<file path="src/rtl/if_pkg.sv">
// Shared definitions for the instruction-fetch PC unit.
// FSM encoding, default PC increment and target-alignment helper.
package if_pkg;

   typedef logic [1:0] state_t;

   localparam state_t ST_RUN       = 2'd0;
   localparam state_t ST_STEP_IDLE = 2'd1;
   localparam state_t ST_HALTED    = 2'd2;

   localparam int unsigned PC_STEP_DEF = 4;

   // Keeps the bits above log2(step); step is a power of two.
   function automatic logic [63:0] align_mask(input int unsigned step);
      return ~(64'(step) - 64'd1);
   endfunction

endpackage

</file>
<file path="src/rtl/if_pc_redirect.sv">
// Next-PC priority mux and the single pending-redirect entry.
// Redirects seen while the PC cannot advance are parked here.
module if_pc_redirect
   import if_pkg::*;
#(
   parameter int NB_ADDR = 32
) (
   input  logic               i_clk,
   input  logic               i_reset,
   input  logic               i_adv,
   input  logic               i_capture,
   input  logic               i_branch_taken,
   input  logic [NB_ADDR-1:0] i_branch_target,
   input  logic               i_jump,
   input  logic [NB_ADDR-1:0] i_jump_target,
   input  logic [NB_ADDR-1:0] i_mask,
   input  logic [NB_ADDR-1:0] i_pc_plus,
   output logic [NB_ADDR-1:0] o_next_pc
);

   logic               pend_valid;
   logic [NB_ADDR-1:0] pend_target;
   logic [NB_ADDR-1:0] redir_target;
   logic               sel_redir;
   logic               sel_pend;

   assign redir_target = (i_branch_taken ? i_branch_target
                                         : i_jump_target) & i_mask;

   always_comb begin
      sel_redir = i_branch_taken | i_jump;
      sel_pend  = !sel_redir & pend_valid;
      o_next_pc = i_pc_plus;
      unique case (1'b1)
         sel_redir: o_next_pc = redir_target;
         sel_pend:  o_next_pc = pend_target;
         default:   o_next_pc = i_pc_plus;
      endcase
   end

   always_ff @(posedge i_clk or negedge i_reset) begin
      if (!i_reset) begin
         pend_valid  <= 1'b0;
         pend_target <= '0;
      end else if (i_adv) begin
         pend_valid  <= 1'b0;
      end else if (i_capture && sel_redir) begin
         pend_valid  <= 1'b1;
         pend_target <= redir_target;
      end
   end

endmodule

</file>
<file path="src/rtl/if_pc_unit.sv">
// Fetch-stage program counter: run/step/halt FSM, PC register,
// saturating fetch counter and sticky misaligned-target flag.
module if_pc_unit
   import if_pkg::*;
#(
   parameter int                 NB_ADDR      = 32,
   parameter logic [NB_ADDR-1:0] RESET_VECTOR = '0,
   parameter int unsigned        PC_STEP      = PC_STEP_DEF,
   parameter int                 NB_CNT       = 32
) (
   input  logic               i_clk,
   input  logic               i_reset,
   input  logic               i_enable,
   input  logic               i_mode,
   input  logic               i_step,
   input  logic               i_stall,
   input  logic               i_branch_taken,
   input  logic [NB_ADDR-1:0] i_branch_target,
   input  logic               i_jump,
   input  logic [NB_ADDR-1:0] i_jump_target,
   input  logic               i_halt,
   output logic [NB_ADDR-1:0] o_pc,
   output logic [NB_ADDR-1:0] o_pc_plus,
   output logic               o_valid,
   output logic               o_halted,
   output logic               o_addr_err,
   output logic [NB_CNT-1:0]  o_fetch_count
);

   localparam logic [NB_ADDR-1:0] MASK =
      NB_ADDR'(align_mask(PC_STEP));
   localparam logic [NB_ADDR-1:0] STEP = NB_ADDR'(PC_STEP);

   state_t             state;
   state_t             state_nx;
   logic               adv;
   logic               halt_acc;
   logic               capture;
   logic               err_set;
   logic [NB_ADDR-1:0] next_pc;

   assign o_pc_plus = o_pc + STEP;
   assign o_halted  = (state == ST_HALTED);

   assign adv = i_enable & !i_stall &
                ((state == ST_RUN) |
                 ((state == ST_STEP_IDLE) & i_step));
   assign o_valid  = adv;
   assign halt_acc = i_halt & adv & !i_branch_taken;
   assign capture  = !adv & !o_halted;

   // Flag only the target that would actually be taken.
   assign err_set = !o_halted &
      ((i_branch_taken & |(i_branch_target & ~MASK)) |
       (!i_branch_taken & i_jump & |(i_jump_target & ~MASK)));

   if_pc_redirect #(
      .NB_ADDR(NB_ADDR)
   ) u_redirect (
      .i_clk          (i_clk),
      .i_reset        (i_reset),
      .i_adv          (adv),
      .i_capture      (capture),
      .i_branch_taken (i_branch_taken),
      .i_branch_target(i_branch_target),
      .i_jump         (i_jump),
      .i_jump_target  (i_jump_target),
      .i_mask         (MASK),
      .i_pc_plus      (o_pc_plus),
      .o_next_pc      (next_pc)
   );

   always_comb begin
      state_nx = state;
      unique case (state)
         ST_RUN: begin
            if (halt_acc)    state_nx = ST_HALTED;
            else if (i_mode) state_nx = ST_STEP_IDLE;
         end
         ST_STEP_IDLE: begin
            if (halt_acc)     state_nx = ST_HALTED;
            else if (!i_mode) state_nx = ST_RUN;
         end
         ST_HALTED: state_nx = ST_HALTED;
         default:   state_nx = ST_RUN;
      endcase
   end

   always_ff @(posedge i_clk or negedge i_reset) begin
      if (!i_reset) begin
         state         <= ST_RUN;
         o_pc          <= RESET_VECTOR;
         o_addr_err    <= 1'b0;
         o_fetch_count <= '0;
      end else begin
         state <= state_nx;
         if (adv) o_pc <= next_pc;
         if (err_set) o_addr_err <= 1'b1;
         if (adv && !(&o_fetch_count))
            o_fetch_count <= o_fetch_count + 1'b1;
      end
   end

endmodule

</file>
<file path="config.mk">
export PLATFORM = sky130hd
export DESIGN_NAME = if_pc_unit
export DESIGN_NICKNAME = d
export VERILOG_FILES = /design/src/rtl/if_pkg.sv /design/src/rtl/if_pc_redirect.sv /design/src/rtl/if_pc_unit.sv
export SDC_FILE = /design/constraint.sdc
export NUM_CORES = 1
export LEC_CHECK = 0
export CAP_MARGIN = 15
export CORE_ASPECT_RATIO = 0.9
export CORE_UTILIZATION = 49
export CTS_CLUSTER_DIAMETER = 40
export DETAILED_ROUTE_END_ITERATION = 16
export GPL_ROUTABILITY_DRIVEN = 0
export PLACE_DENSITY = 0.88
export SETUP_SLACK_MARGIN = 0.15
export SYNTH_ARGS = -nofsm -noshare
export SYNTH_HDL_FRONTEND = slang
export SYNTH_SLANG_ARGS = --single-unit
</file>
<file path="constraint.sdc">
create_clock -name i_clk -period 2.05 [get_ports i_clk]
set_input_delay 0.3075 -clock i_clk [delete_from_list [all_inputs] [get_ports i_clk]]
set_output_delay 0.3075 -clock i_clk [all_outputs]
set_load 0.01 [all_outputs]
</file>
# Word-level counts from Yosys, hierarchy flattened
# Index checks and enable logic that the tools add are counted.
# word_totals
ff_bits	98
inputBits	73
elab_cells	51
# classes
add_sub_neg	2
eq_ne	4
n_mux	9
bitwise	15
n_reduce_logical	15
# op_table
cell	count
32-bit one-hot mux with 2 select lines	1
32-bit by 1-bit adder with 32-bit output, second input constant	1
32-bit by 3-bit adder with 32-bit output, second input constant	1
32-bit 2-to-1 mux	1
32-bit AND reduction	1
1-bit bitwise AND	11
2-bit 2-to-1 mux	4
1-bit zero test	6
3-bit != test, second input constant	2
2-bit one-hot mux with 3 select lines	1
2-bit AND reduction	2
2-bit OR reduction	2
1-bit OR	3
2-bit by 1-bit == test with 1-bit output, second input constant	1
2-bit == test, second input constant	1
1-bit logical AND	2
2-bit zero test	1
1-bit 2-to-1 mux	2
2-bit nonzero test	1
1-bit NOT	1

# Logic depth before layout (Yosys ltp)
# depth
depth_word	9
mapped_depth	8
depth_no_buf	6

# Modules after synthesis
# From an unflattened synthesis, not the netlist that was laid out.
# unflattened
hier_cells	670
area_unflattened_um2	6286.0
# modules_own_cells
mod	n_inst	cells_per_inst	area_each_um2	seq_area_each_um2
if_pc_unit	1	385	3507.1	1676.6
if_pc_redirect	1	285	2778.9	825.8

# Worst setup path before layout
# Ideal clock, no wire load.
# synth_timing
kind	reg-to-output
startpoint	register o_pc[2]
endpoint	output o_pc_plus[26]
arrival_time_ns	1.763
required_time_ns	1.742
slack_ns	-0.021
stages_incl_launch_ff	6
path_cell_list	dfrtp_1 -> ha_1 -> nand2_1 -> or3_4 -> nor4_4 -> xor2_1
# synth_between
elab_chain_len	1
# synth_lines
item	line_no	rtl
start: declaration	if_pc_unit.sv:22	output logic [NB_ADDR-1:0] o_pc,
start signal: assignment	if_pc_unit.sv:97	if (adv) o_pc <= next_pc;
32-bit by 3-bit adder with 32-bit output	if_pc_unit.sv:42	assign o_pc_plus = o_pc + STEP;
end: declaration	if_pc_unit.sv:23	output logic [NB_ADDR-1:0] o_pc_plus,
# No other way between the ends.

# Final worst setup path
# layout_timing
startpoint	register o_pc[10]
endpoint	output o_pc_plus[24]
# Same word-level chain as after synthesis.

==> metrics.md <==
| Metric | Value |
|---|---|
| CTS Buffer Depth | `2` |
| PwrDens | `703 mW/mm^2` |
| Cell mode on critical path | `buf_4` |
| Switch share | `0.361` |
| Critical path arrival | `2.27 ns` |
| Grt total ovfl | `0` |
| P_leak | `4.56 nW` |
| Largest net degree at the start of global routing | `94` |
| Req. time, crit path | `1.74 ns` |
| Simple-Gate Fraction of Synth Area | `0.232` |
| Main combinational cell family by area after synthesis | `simple AND/OR/NAND/NOR gates` |
| Top-Level Pins | `172` |
| Share of layout cells above drive strength 1 | `0.324` |
| Final net count | `1068` |
| Max-slew headroom | `0.511` |
| Hold Path Class | `input pin to async pin` |
| Inserted Clock Buffers | `9` |
| Clock transition at path regs | `0.07 ns` |
| Standard-cell rows | `38` |
| Clock Sinks | `96` |
| Initial core utilization | `0.505` |
| Post-Place Worst Slack | `-0.352 ns` |
| Yosys top cell by area | `dfrtp_1` |
| Type of element capturing the critical path | `output pin` |
| Antenna-violating nets left | `0` |
| Finished layout cell area | `0.00997 mm^2` |
| Post-synthesis sequential area ratio | `0.392` |
| Cell class contributing the biggest share of worst-path delay | `simple AND/OR/NAND/NOR gates` |
| Worst-path cell chain | `buf_4, buf_4, nand4_1, nor4_4, xor2_1, buf_2` |
| Failing checks | `negative setup slack` |
| Vias | `7721` |
| Ys async rst share | `1.00` |
| CP Launch Type | `flop` |
| Post-DP HPWL | `15000 um` |
| Placed Instances | `1082` |
| Clock share of power | `0.233` |
| Main synth FF type | `dfrtp_1` |
| RSZ-0062 raised after global routing | `yes` |
| Chip Width | `120 um` |
| Vias in the first global route | `6972` |
| CTS Root Cell | `clkbuf_16` |
| Overall Global Routing Usage | `0.364` |
| Worst R2R Start | `o_pc[6]$_DFFE_PN0P_` |
| MaxCap Viol Count | `0` |
| Final WL | `27900 um` |
| Sw power | `2.53 mW` |
| Most common cell in the netlist | `dfrtp_1` |
| Crit path from | `o_pc[10]$_DFFE_PN0P_` |
| DP Area | `0.00875 mm^2` |
| Die area | `0.0129 mm^2` |
| Fill count | `628` |
| Post-Synthesis Cells | `696` |
| Compound-Gate Fraction of Synth Area | `0.223` |
| Post-Synth XOR/XNOR Area | `0.0801` |
| Post-DR vias/cell | `6.66` |
| DR DRC count | `0` |
| #FFs+latches synth | `96` |
| Drt pass-1 iters | `7` |
| Final worst path period share | `1.26` |
| Minimum clock period | `2.58 ns` |
| Crit Path Max Fanout | `4` |
| Post-synth top cells | `dfrtp_1 (96), o21ai_0 (80), nand2_1 (72)` |
| First-pass GRT wire length | `36300 um` |
| Synth area leaders | `dfrtp_1 (39%), o21ai_0 (6.5%), a22oi_1 (5.5%)` |
| Finished Layout Cells | `1159` |
| Chip Height | `108 um` |
| Mux contribution to synthesized area | `0.0255` |
| Setup Skew | `0.0114 ns` |
| Peak Freq | `388 MHz` |
| Largest stage delay, worst path | `0.47 ns` |
| CP bufs+invs | `3` |
| Crit Path Class | `flop to output pin` |
| Final setup TNS | `-7.58 ns` |
| Layout overhead on the synthesized area | `62.8%` |
| Starting DRT DRC Count | `1434` |
| Part of the power in combinational logic | `0.412` |
| Pint | `4.48 mW` |
| WL/cell | `24.1 um` |
| H-tree levels | `3` |
| I/O Buffers | `167` |
| Sequential power share | `0.355` |
| Syn avg cell area | `8.80 um^2` |
| Fin. Hold Viols | `0` |
| Post-synth EDFFs | `0` |
| PnR worst setup slack | `-0.526 ns` |
| Post-Synth Adder-Cell Area | `0.00409` |
| Tightest Pin Transition | `0.733 ns` |
| Status | `finished, violations left` |
| Initial antenna violation count | `2` |
| Yosys warns | `0` |
| Final setup vio count | `33` |
| Max stage delay cell, worst path | `nor4_4` |
| Clock Latency Late Sink | `0.36 ns` |
| CTS tree | `built` |
| Library cells used by synthesis | `59` |
| Post-Syn Area | `0.00612 mm^2` |
| CORE AREA | `0.0121 mm^2` |
| VDD IR-drop max | `470 uV` |
| Final core utilization | `0.822` |
| Max-slew violation count | `0` |
| Share of the synthesized area in the top cell type | `0.392` |
[repair_timing]
action	CTS	global route
buffers inserted	26	33
resized for setup	178	79
hold endpoints to repair	31	0
pin swaps	52	74
hold buffers	1	0
endpoints found under the setup margin	63	77
[per-stage QoR]
step	hold WS (ns)	total power, mW
2_1_floorplan	0.0119	3.45
3_3_place_gp	0.290	4.85
3_5_place_dp	0.287	4.91
4_1_cts	0.451	6.51
5_1_grt	0.498	7.25
6_report	0.459	7.01
[kinds of logic after synthesis]
family,after synthesis
AO/OA/AOI/OAI,220
multiplexers,15
other,1
buffers and inverters,61
adder cells (fa/ha/maj),2
XOR/XNOR,56
AND/OR/NAND/NOR,245
flip-flops,96
[layout by cell type (no fill, tap or decap), drive strengths merged, types with 2 or more instances in the layout]
master         synthesis  layout
a21oi                 39      39
a221oi                 6       6
a22oi                 45      45
a2bb2oi                4       4
a31oi                  7       7
a41oi                  4       4
and2                   5       5
and3                  28      28
and4                   7       7
buf                   20     197
clkbuf                33      12
clkdlybuf4s15          0       2
clkdlybuf4s50          0     127
clkinv                 0       3
conb                   1       4
dfrtp                 96      96
dlygate4sd2            0       6
dlymetal6s2s           0       3
ha                     2       2
inv                    8       8
mux2                   2       2
mux2i                 13      13
nand2                 72      72
nand2b                 3       3
nand3                 21      21
nand4                 18      18
nor2                  40      40
nor2b                  7       7
nor3                  15      15
nor3b                  5       5
nor4                  12      12
o211ai                 2       2
o21ai                 87      87
o22ai                  5       5
o2bb2ai               13      13
or3                    5       5
or4                    3       3
xnor2                 25      25
xor2                  31      31
[cell type report]
type | count | area [um^2] | area share
timing repair buffer | 336 | 3030 | 0.304
inverter | 8 | 32.5 | 0.00326
clock inverter | 4 | 30.0 | 0.00301
sequential | 96 | 2420 | 0.243
tap | 160 | 200 | 0.0201
antenna | 1 | 2.50 | 0.000251
multi-input combinational | 542 | 4010 | 0.402
clock buffer | 12 | 246 | 0.0247
[power groups by stage]
stage	Combinational (mW)	Clock (mW)	Sequential (mW)
after floorplan	0.866	0	2.58
after CTS	2.48	1.63	2.41
after global placement	2.44	0	2.41
after detailed placement	2.48	0	2.43
after global routing	3.03	1.72	2.50
final	2.88	1.63	2.49
[sequential cells by signal, indices dropped and copies added, names as in the netlist]
signal                  flops
u_redirect.pend_target     30
o_pc                       30
o_fetch_count              32
o_addr_err                  1
state                       2
u_redirect.pend_valid       1
[metal layers]
layer / track usage / vias up / part of all wire
met5: 0 / - / 0
met4: 0.202 / 0 / 0.065
met3: 0.102 / 197 / 0.12
met2: 0.561 / 756 / 0.45
met1: 0.465 / 3614 / 0.37
li1: - / 3154 / -
[path summary, 6_finish.rpt]
path                            cells past startpoint                            to  slack [ns]
max in group asynchronous                           3  o_fetch_count[9]$_DFFE_PN0P_        0.97
worst max-delay path                                6                 o_pc_plus[24]       -0.53
worst min-delay path                                2          o_pc[25]$_DFFE_PN0P_        0.46
min in group i_clk                                  1        o_addr_err$_DFFE_PN0P_        0.48
worst min register to register                      1        o_addr_err$_DFFE_PN0P_        0.48
worst max register to register                      9          o_pc[26]$_DFFE_PN0P_       -0.15
Power figures use the tool's default switching activity.
